`config.mk`:
```
export PLATFORM = sky130hd
export DESIGN_NAME = tap_controller
export DESIGN_NICKNAME = d
export VERILOG_FILES = /design/src/rtl/tap_controller.sv
export SDC_FILE = /design/constraint.sdc
export NUM_CORES = 1
export LEC_CHECK = 0
export ABC_AREA = 0
export BUFFER_PORTS_ARGS = -buffer_cell sky130_fd_sc_hd__buf_4
export CAP_MARGIN = 40
export CORE_ASPECT_RATIO = 0.8
export CORE_MARGIN = 1
export CORE_UTILIZATION = 25
export DETAILED_ROUTE_END_ITERATION = 16
export REMOVE_ABC_BUFFERS = 1
export SETUP_SLACK_MARGIN = 0.15
export SYNTH_ARGS = -nofsm -noshare
export SYNTH_HDL_FRONTEND = slang
export SYNTH_SLANG_ARGS = --single-unit
```
`constraint.sdc`:
```
create_clock -name TCK -period 2.1 [get_ports TCK]
set_input_delay 0.21 -clock TCK [delete_from_list [all_inputs] [get_ports TCK]]
set_output_delay 0.21 -clock TCK [all_outputs]
set_load 0.005 [all_outputs]
```
`src/rtl/tap_controller.sv`:
```
`default_nettype none
// ============================================================================
//  Module   : tap_controller
//  Purpose  : IEEE 1149.1 TAP state machine with DR/IR chain enables,
//             hold decode, a 1-bit bypass register and a registered TDO.
//  Ports    : TCK                 test clock (all state on rising edge)
//             rst                 synchronous active-high reset
//             TMS, TDI            test mode select / serial data in
//             inst[1:0]           current instruction
//             ir_tdo, dr_tdo      serial outputs of the IR / DR chains
//             clockdr/shiftdr/updatedr   DR-chain enables (Moore)
//             clockir/shiftir/updateir   IR-chain enables (Moore)
//             hold                scan data selected onto system outputs
//             tlr                 high in Test-Logic-Reset
//             TDO, tdo_en         registered serial out and its enable
//  Revision : 1.0  initial release
// ============================================================================
module tap_controller #(
    parameter logic [1:0] BYPASS_INST = 2'b11,
    parameter logic [1:0] EXTEST_INST = 2'b00,
    parameter logic [1:0] INTEST_INST = 2'b10
) (
    input  logic       TCK,
    input  logic       rst,
    input  logic       TMS,
    input  logic       TDI,
    input  logic [1:0] inst,
    input  logic       ir_tdo,
    input  logic       dr_tdo,
    output logic       clockdr,
    output logic       shiftdr,
    output logic       updatedr,
    output logic       clockir,
    output logic       shiftir,
    output logic       updateir,
    output logic       hold,
    output logic       tlr,
    output logic       TDO,
    output logic       tdo_en
);

    // State codes follow the encoding shown in IEEE 1149.1 figures.
    localparam logic [3:0] c_TLR   = 4'hF;
    localparam logic [3:0] c_RTI   = 4'hC;
    localparam logic [3:0] c_SELDR = 4'h7;
    localparam logic [3:0] c_CAPDR = 4'h6;
    localparam logic [3:0] c_SHDR  = 4'h2;
    localparam logic [3:0] c_EX1DR = 4'h1;
    localparam logic [3:0] c_PAUDR = 4'h3;
    localparam logic [3:0] c_EX2DR = 4'h0;
    localparam logic [3:0] c_UPDDR = 4'h5;
    localparam logic [3:0] c_SELIR = 4'h4;
    localparam logic [3:0] c_CAPIR = 4'hE;
    localparam logic [3:0] c_SHIR  = 4'hA;
    localparam logic [3:0] c_EX1IR = 4'h9;
    localparam logic [3:0] c_PAUIR = 4'hB;
    localparam logic [3:0] c_EX2IR = 4'h8;
    localparam logic [3:0] c_UPDIR = 4'hD;

    logic [3:0] state_q, state_d;
    logic       bypass_q, bypass_d;
    logic       tdo_q, tdo_d;
    logic       tdo_en_q, tdo_en_d;
    logic       w_is_bypass;

    assign w_is_bypass = (inst == BYPASS_INST);

    // ------------------------------------------------------------------
    // State and datapath registers
    // ------------------------------------------------------------------
    always_ff @(posedge TCK) begin
        if (rst) begin
            state_q  <= c_TLR;
            bypass_q <= 1'b0;
            tdo_q    <= 1'b0;
            tdo_en_q <= 1'b0;
        end else begin
            state_q  <= state_d;
            bypass_q <= bypass_d;
            tdo_q    <= tdo_d;
            tdo_en_q <= tdo_en_d;
        end
    end

    // ------------------------------------------------------------------
    // Next-state logic
    // ------------------------------------------------------------------
    always_comb begin
        state_d = state_q;
        case (state_q)
            c_TLR:   state_d = TMS ? c_TLR   : c_RTI;
            c_RTI:   state_d = TMS ? c_SELDR : c_RTI;
            c_SELDR: state_d = TMS ? c_SELIR : c_CAPDR;
            c_CAPDR: state_d = TMS ? c_EX1DR : c_SHDR;
            c_SHDR:  state_d = TMS ? c_EX1DR : c_SHDR;
            c_EX1DR: state_d = TMS ? c_UPDDR : c_PAUDR;
            c_PAUDR: state_d = TMS ? c_EX2DR : c_PAUDR;
            c_EX2DR: state_d = TMS ? c_UPDDR : c_SHDR;
            c_UPDDR: state_d = TMS ? c_SELDR : c_RTI;
            c_SELIR: state_d = TMS ? c_TLR   : c_CAPIR;
            c_CAPIR: state_d = TMS ? c_EX1IR : c_SHIR;
            c_SHIR:  state_d = TMS ? c_EX1IR : c_SHIR;
            c_EX1IR: state_d = TMS ? c_UPDIR : c_PAUIR;
            c_PAUIR: state_d = TMS ? c_EX2IR : c_PAUIR;
            c_EX2IR: state_d = TMS ? c_UPDIR : c_SHIR;
            c_UPDIR: state_d = TMS ? c_SELDR : c_RTI;
            default: state_d = c_TLR;
        endcase
    end

    // ------------------------------------------------------------------
    // Datapath next values: bypass bit, TDO and its enable
    // ------------------------------------------------------------------
    always_comb begin
        bypass_d = bypass_q;
        if (w_is_bypass) begin
            if (state_q == c_CAPDR) begin
                bypass_d = 1'b0;
            end else if (state_q == c_SHDR) begin
                bypass_d = TDI;
            end
        end

        tdo_d = tdo_q;
        if (state_q == c_SHIR) begin
            tdo_d = ir_tdo;
        end else if (state_q == c_SHDR) begin
            // Bypass uses the value held before this edge's shift.
            tdo_d = w_is_bypass ? bypass_q : dr_tdo;
        end

        tdo_en_d = (state_q == c_SHDR) || (state_q == c_SHIR);
    end

    // ------------------------------------------------------------------
    // Moore output decode (state register only; hold also looks at inst)
    // ------------------------------------------------------------------
    always_comb begin
        clockdr  = (state_q == c_CAPDR) || (state_q == c_SHDR);
        shiftdr  = (state_q == c_SHDR);
        updatedr = (state_q == c_UPDDR);
        clockir  = (state_q == c_CAPIR) || (state_q == c_SHIR);
        shiftir  = (state_q == c_SHIR);
        updateir = (state_q == c_UPDIR);
        tlr      = (state_q == c_TLR);
        hold     = ((inst == EXTEST_INST) || (inst == INTEST_INST)) &&
                   (state_q != c_TLR);
        TDO      = tdo_q;
        tdo_en   = tdo_en_q;
    end

endmodule
`default_nettype wire

```
==> results of run 1 <==
-- metal layers --
metal / vias to the layer above / global-route usage, %
met5: - / 0
met1: 196 / 13.84
met4: 0 / 6.250
met2: 19 / 17.91
li1: 210 / -
met3: 4 / 7.009
-- final timing paths --
| check | start | end | slack, ns | depth (start not counted) |
|---|---|---|---|---|
| setup reg to reg | state_q[1]$_SDFF_PP1_ | TDO$_SDFFE_PP0P_ | 0.78 | 2 |
| setup / recovery | state_q[1]$_SDFF_PP1_ | shiftir | 0.49 | 3 |
| hold / removal | rst | tdo_en$_SDFF_PP0_ | 0.18 | 2 |
| hold reg to reg | bypass_q$_SDFFE_PP0P_ | bypass_q$_SDFFE_PP0P_ | 0.50 | 2 |
-- registers in the layout, summed over array words and instances, names as in the netlist --
| name | cells |
|---|---|
| state_q | 4 |
| bypass_q | 1 |
| tdo_en | 1 |
| TDO | 1 |
-- logic make-up (layout without fill, tap and decap cells) --
logic type,Yosys count,count (layout)
AO/OA/AOI/OAI,8,8
multiplexers,2,2
buffers and inverters,5,23
flip-flops,7,7
AND/OR/NAND/NOR,28,28
-- stage by stage --
stage | hold WS [ns] | total power [mW] | worst slack (ns)
final | 0.1812 | 0.3906 | 0.4917
after global routing | 0.1848 | 0.4172 | 0.4220
after CTS | 0.1756 | 0.3972 | 0.4804
after detailed placement | 0.4496 | 0.2655 | 0.7716
after global placement | 0.4508 | 0.2654 | 0.7853
after floorplan | 0.2824 | 0.2162 | 0.8942
-- Yosys cell counts (all sizes together) --
cell type	number
or2	1
a21oi	1
nor3b	3
and2b	1
nor2	9
o41ai	1
nand2b	2
a221o	1
and4	1
a311oi	1
a21boi	1
a31oi	1
dfxtp	7
and4bb	1
inv	2
nand3	3
o21ai	2
nand2	4
buf	2
clkbuf	1
or3b	2
mux2i	2
nand3b	1
-- power breakdown --
group	internal, mW	switching (mW)
Clock	0.0728	0.0547
Combinational	0.0574	0.0388
Sequential	0.144	0.0233
-- layout make-up --
type	instances	area [µm²]	share of cell area, %
flip-flops and latches	7	140.1	24.19
inverters	2	7.507	1.296
clock buffers	4	26.28	4.536
repair buffers	17	127.6	22.03
well taps	21	26.28	4.536
multi-input cells	38	251.5	43.41
-- worst reg2reg max path, delay by kind of cell (launching register included) --
kind	cells	cell delay, ns
AO/OA/AOI/OAI	1	0.31
flip-flops	1	0.47
AND/OR/NAND/NOR	1	0.45
==> summary.txt, run 1 <==
Run status
  • Status: completed

Global routing
  • Vias in the first global route: 346
  • Overflow after GRT: 0
  • Gr usage total: 12.20%
  • Initial antenna violation count: 0
  • Global-route wire length before repair: 1.442 mm
  • Largest net degree at the start of global routing: 14

Clock tree
  • CTS sink cnt: 7
  • Clock Latency Late Sink: 0.26 ns
  • CTS clock-pin slew for the worst setup and hold paths: 0.06 ns
  • Hold buffer count at CTS: 0
  • CTS buffer count: 3
  • Setup Fix Bufs, Post-CTS: 0
  • CTS tree: yes
  • Cts repair resizes: 0
  • Clock root cell: clkbuf_4
  • Clock Path Buffers: 2
  • H-tree Lvls: 1

Routing
  • TritonRoute pass-1 iters: 4
  • Met1 wire length: 424 µm
  • DRT iter0 DRCs: 14
  • Post-Route WL: 960 µm
  • Via density: 4.820
  • Met2 WL post-DR: 432 µm
  • Max Used Layer: met4
  • WL met3: 86 µm
  • Drt wl/cell: 10.79 µm
  • Post-route ant nets: 0
  • Routed vias: 429
  • DRC errors left: 0

Flow run
  • Max-Cap Viols: 0

Yosys
  • Synthesized area: 419.2 µm²
  • YS warnings: 0
  • Cells after Synth: 50
  • Synth cell types: 26
  • Compound-Gate Fraction of Synth Area: 15.22%
  • Synth area leader: dfxtp_1
  • Mux share of post-synthesis cell area: 4.776%
  • Seq/Total Area, Yosys: 33.43%
  • Syn Area/Cell: 8.383 µm²
  • Share of the synthesized area in the top cell type: 33.43%
  • Flops & latches, synth: 7
  • Largest cells by area after synthesis: dfxtp_1 33%, nor2_1 8.1%, mux2i_1 4.8%
  • Post-Synth Simple-Gate Area: 40.00%
  • Synth Area in XOR/XNOR: 0%
  • Main combinational cell family by area after synthesis: simple AND/OR/NAND/NOR gates
  • Post-synthesis adder-cell area fraction: 0%

STA
  • Endpoints failing hold: 0
  • Highest Clock Rate: 621.8 MHz
  • Relative slew slack: 73.13%
  • RSZ-0062 raised after global routing: false
  • Ratio of final minimum period to clock period: 76.59%
  • Slew @ Worst Pin: 0.4026 ns
  • Skew final: 0.006839 ns
  • Setup-failing EPs final: 0
  • Min cycle time layout: 1.608 ns
  • Pins over their slew limit: 0
  • Total Neg Setup Slack: 0 ns

Floorplanning
  • Height of the die: 38.63 µm
  • Top Ports: 18
  • FP Rows: 12
  • Die area: 0.001846 mm²
  • Starting density of the core: 28.49%
  • Core ar.: 0.001471 mm²
  • Die W: 47.78 µm

Setup path
  • CP Launch Type: flop
  • Max Fanout on Critical Path: 10
  • CP Data Required Time: 1.89 ns
  • Slowest cell delay on critical path: 0.47 ns
  • Critical path's top delay family: simple AND/OR/NAND/NOR gates
  • Crit end category: primary output
  • Critical path type: flop to primary output
  • Slowest CP cell: dfxtp_1
  • Buf+Inv Stages, Crit Path: 1
  • WP data arrival: 1.40 ns
  • CP cell instances: or3b_4 > nor2_1 > buf_4

Pwr
  • Cell area power density: 674.2 mW/mm²
  • VDD IR max: 303.6 µV
  • Pleak: 0.2772 nW

Cells and area
  • Layout fillers: 173
  • Synth-to-Final Area Change: 38.21%
  • Commonest cells after routing, fill and taps aside: 17 x buf_4, 9 x nor2_1, 7 x dfxtp_1
  • Final Util: 39.37%
  • Most common library cell in the layout ignoring fill and taps: buf_4
  • Antenna diodes: 0
  • Cell area after layout: 579.3 µm²
  • Layout cells sized above 1: 39.71%
  • Fin cells: 89
  • Nets: 77

Place
  • Placed Cells: 85
  • RD Place Congestion: 0.6502
  • Hpwl dp: 674.3 µm
  • Port Buf Inserts: 17
  • DP Area: 553.0 µm²

Hold path
  • Hold WC Path Type: input port to flop
Note: power is estimated with default switching activity, not from simulation.
==> inputs of run 2 (changes only) <==
==> constraint.sdc (replaced) <==
create_clock -name TCK -period 1.4 [get_ports TCK]
set_input_delay 0.14 -clock TCK [delete_from_list [all_inputs] [get_ports TCK]]
set_output_delay 0.14 -clock TCK [all_outputs]
set_load 0.005 [all_outputs]
==> run 2 against run 1 <==
  * Worst hold slack got worse by 0.079 ns
  * Final cell count increased by 13%
  * Sequential share of layout area decreased by 3.9 points
  * Count of clock-buffer cells in the layout unchanged
  * Design area increased by 28%
  * Critical path depth unchanged
  * Register-to-register slack got worse by 0.64 ns
  * Clock power increased by 55%
==> summary.txt, run 2 (synthesis gave the netlist of run 1 again) <==
Flow run
  • Max-Cap Viols: 0

Run status
  • Status: completed

Global routing
  • Gr usage total: 14.62%
  • Largest net degree at the start of global routing: 13
  • Initial antenna violation count: 0
  • Vias in the first global route: 372
  • Overflow after GRT: 0
  • Global-route wire length before repair: 1.725 mm

Floorplanning
  • Starting density of the core: 28.49%
  • Height of the die: 38.63 µm
  • FP Rows: 12
  • Die W: 47.78 µm
  • Die area: 0.001846 mm²
  • Top Ports: 18
  • Core ar.: 0.001471 mm²

Place
  • DP Area: 568.0 µm²
  • Port Buf Inserts: 17
  • Placed Cells: 87
  • Hpwl dp: 720 µm
  • Place WS: 0.1982 ns
  • RD Place Congestion: 0.7523

Hold path
  • Worst Hold Launch: rst
  • Hold WC Path Type: input port to flop
  • Hold EP: tdo_en$_SDFF_PP0_
  • Hold path cells: 2

STA
  • Setup-failing EPs final: 0
  • Slew @ Worst Pin: 0.3108 ns
  • RSZ-0062 raised after global routing: true
  • Ratio of final minimum period to clock period: 96.75%
  • Min setup slack post-route: 0.04545 ns
  • Hold Slack: 0.1023 ns
  • Total Neg Setup Slack: 0 ns
  • Relative slew slack: 79.14%
  • Highest Clock Rate: 738.3 MHz
  • Pins over their slew limit: 0
  • Min cycle time layout: 1.355 ns
  • Endpoints failing hold: 0
  • Skew final: 0.002319 ns

Routing
  • DRT iter0 DRCs: 2
  • Post-Route WL: 1.158 mm
  • Drt wl/cell: 11.47 µm
  • Via density: 4.505
  • Post-route ant nets: 0
  • DRC errors left: 0
  • TritonRoute pass-1 iters: 2
  • Routed vias: 455

Pwr
  • Pleak: 0.3458 nW
  • Final Power: 703.3 µW
  • VDD IR max: 424.7 µV
  • Cell area power density: 949.6 mW/mm²

Clock tree
  • Clock root cell: clkbuf_4
  • Clock Path Buffers: 2
  • CTS buffer count: 3
  • CTS clock-pin slew for the worst setup and hold paths: 0.06 ns
  • CTS sink cnt: 7
  • CTS tree: yes
  • Clock Latency Late Sink: 0.26 ns
  • Hold buffer count at CTS: 0
  • H-tree Lvls: 1

Setup path
  • Max Fanout on Critical Path: 3
  • Slowest cell delay on critical path: 0.41 ns
  • Critical path type: flop to primary output
  • CP cell instances: or3b_4 > nor2_2 > buf_4
  • CP Launch Type: flop
  • CP Data Required Time: 1.26 ns
  • Worst R2R End: bypass_q$_SDFFE_PP0P_
  • Reg2Reg Setup Slack: 0.14 ns
  • Crit end category: primary output
  • R2r worst-path depth: 4
  • WP data arrival: 1.21 ns
  • Slowest CP cell: or3b_4
  • RR Startpoint: state_q[2]$_SDFF_PP1_

Cells and area
  • Commonest cells after routing, fill and taps aside: 24 x buf_4, 4 x nor2_2, 4 x nor2_1, 4 x buf_6
  • Largest register FFs: 4
  • Most common library cell in the layout ignoring fill and taps: buf_4
  • Largest reg by FF count: state_q
  • Final Util: 50.34%
  • Sequential cell area: 150.1 µm²
  • Cell area after layout: 740.7 µm²
  • Synth-to-Final Area Change: 76.72%
  • Layout fillers: 162
  • Layout cells sized above 1: 65.00%
  • Area of the multi-input gates: 300.3 µm²
  • Nets: 89
  • Fin cells: 101
  • Antenna diodes: 0
run 2: cell count changes in the layout (fill, tap and decap cells not counted), moves of 4 or more:
cell     previous run  this run
nor2_2              0         4
nor2_1              9         4
dfxtp_1             7         3
buf_6               0         4
buf_4              17        24
run 2: worst max-delay path by stage:
stage	start	endpoint	slack, ns	cells after the start
2_1_floorplan	state_q[1]$_SDFF_PP1_	TDO$_SDFFE_PP0P_	0.19	2
3_3_place_gp	state_q[3]$_SDFF_PP1_	hold	0.23	4
3_5_place_dp	state_q[2]$_SDFF_PP1_	TDO$_SDFFE_PP0P_	0.20	2
4_1_cts	state_q[2]$_SDFF_PP1_	shiftir	0.04	3
5_1_grt	state_q[1]$_SDFF_PP1_	shiftdr	0.002	3
6_report	state_q[2]$_SDFF_PP1_	shiftir	0.05	3
run 2: layout make-up:
cell class              count  share of cell area [%]
multi-input cells          38                   40.54
repair buffers             29                   31.08
flip-flops and latches      7                   20.27
clock buffers               4                   3.547
well taps                  21                   3.547
inverters                   2                   1.014
run 2: where the power goes:
| part | switching (mW) | internal, mW | total, mW |
|---|---|---|---|
| clock | 0.0885 | 0.110 | 0.198 |
| sequential | 0.0156 | 0.218 | 0.233 |
| combinational | 0.115 | 0.156 | 0.272 |
| total | 0.219 | 0.484 | 0.703 |
run 2: worst max-delay path: cells and delay by family (launching register included):
family / cells / cell delay (ns)
buffers and inverters: 1 / 0.11
flip-flops: 1 / 0.34
AND/OR/NAND/NOR: 2 / 0.51
run 2: routing by layer:
metal / wire (µm) / up-vias / GRT usage, %
met4: 25 / 0 / 6.250
met3: 76 / 4 / 7.477
met1: 525 / 198 / 17.51
met2: 531 / 17 / 21.62
li1: - / 236 / -
met5: 0 / - / 0
run 2: timing repair:
item,CTS,global route
pin swaps,1,7
gates cloned,0,1
endpoints found under the setup margin,8,11
setup buffers,3,6
resized for setup,10,13
hold endpoints to repair,0,0
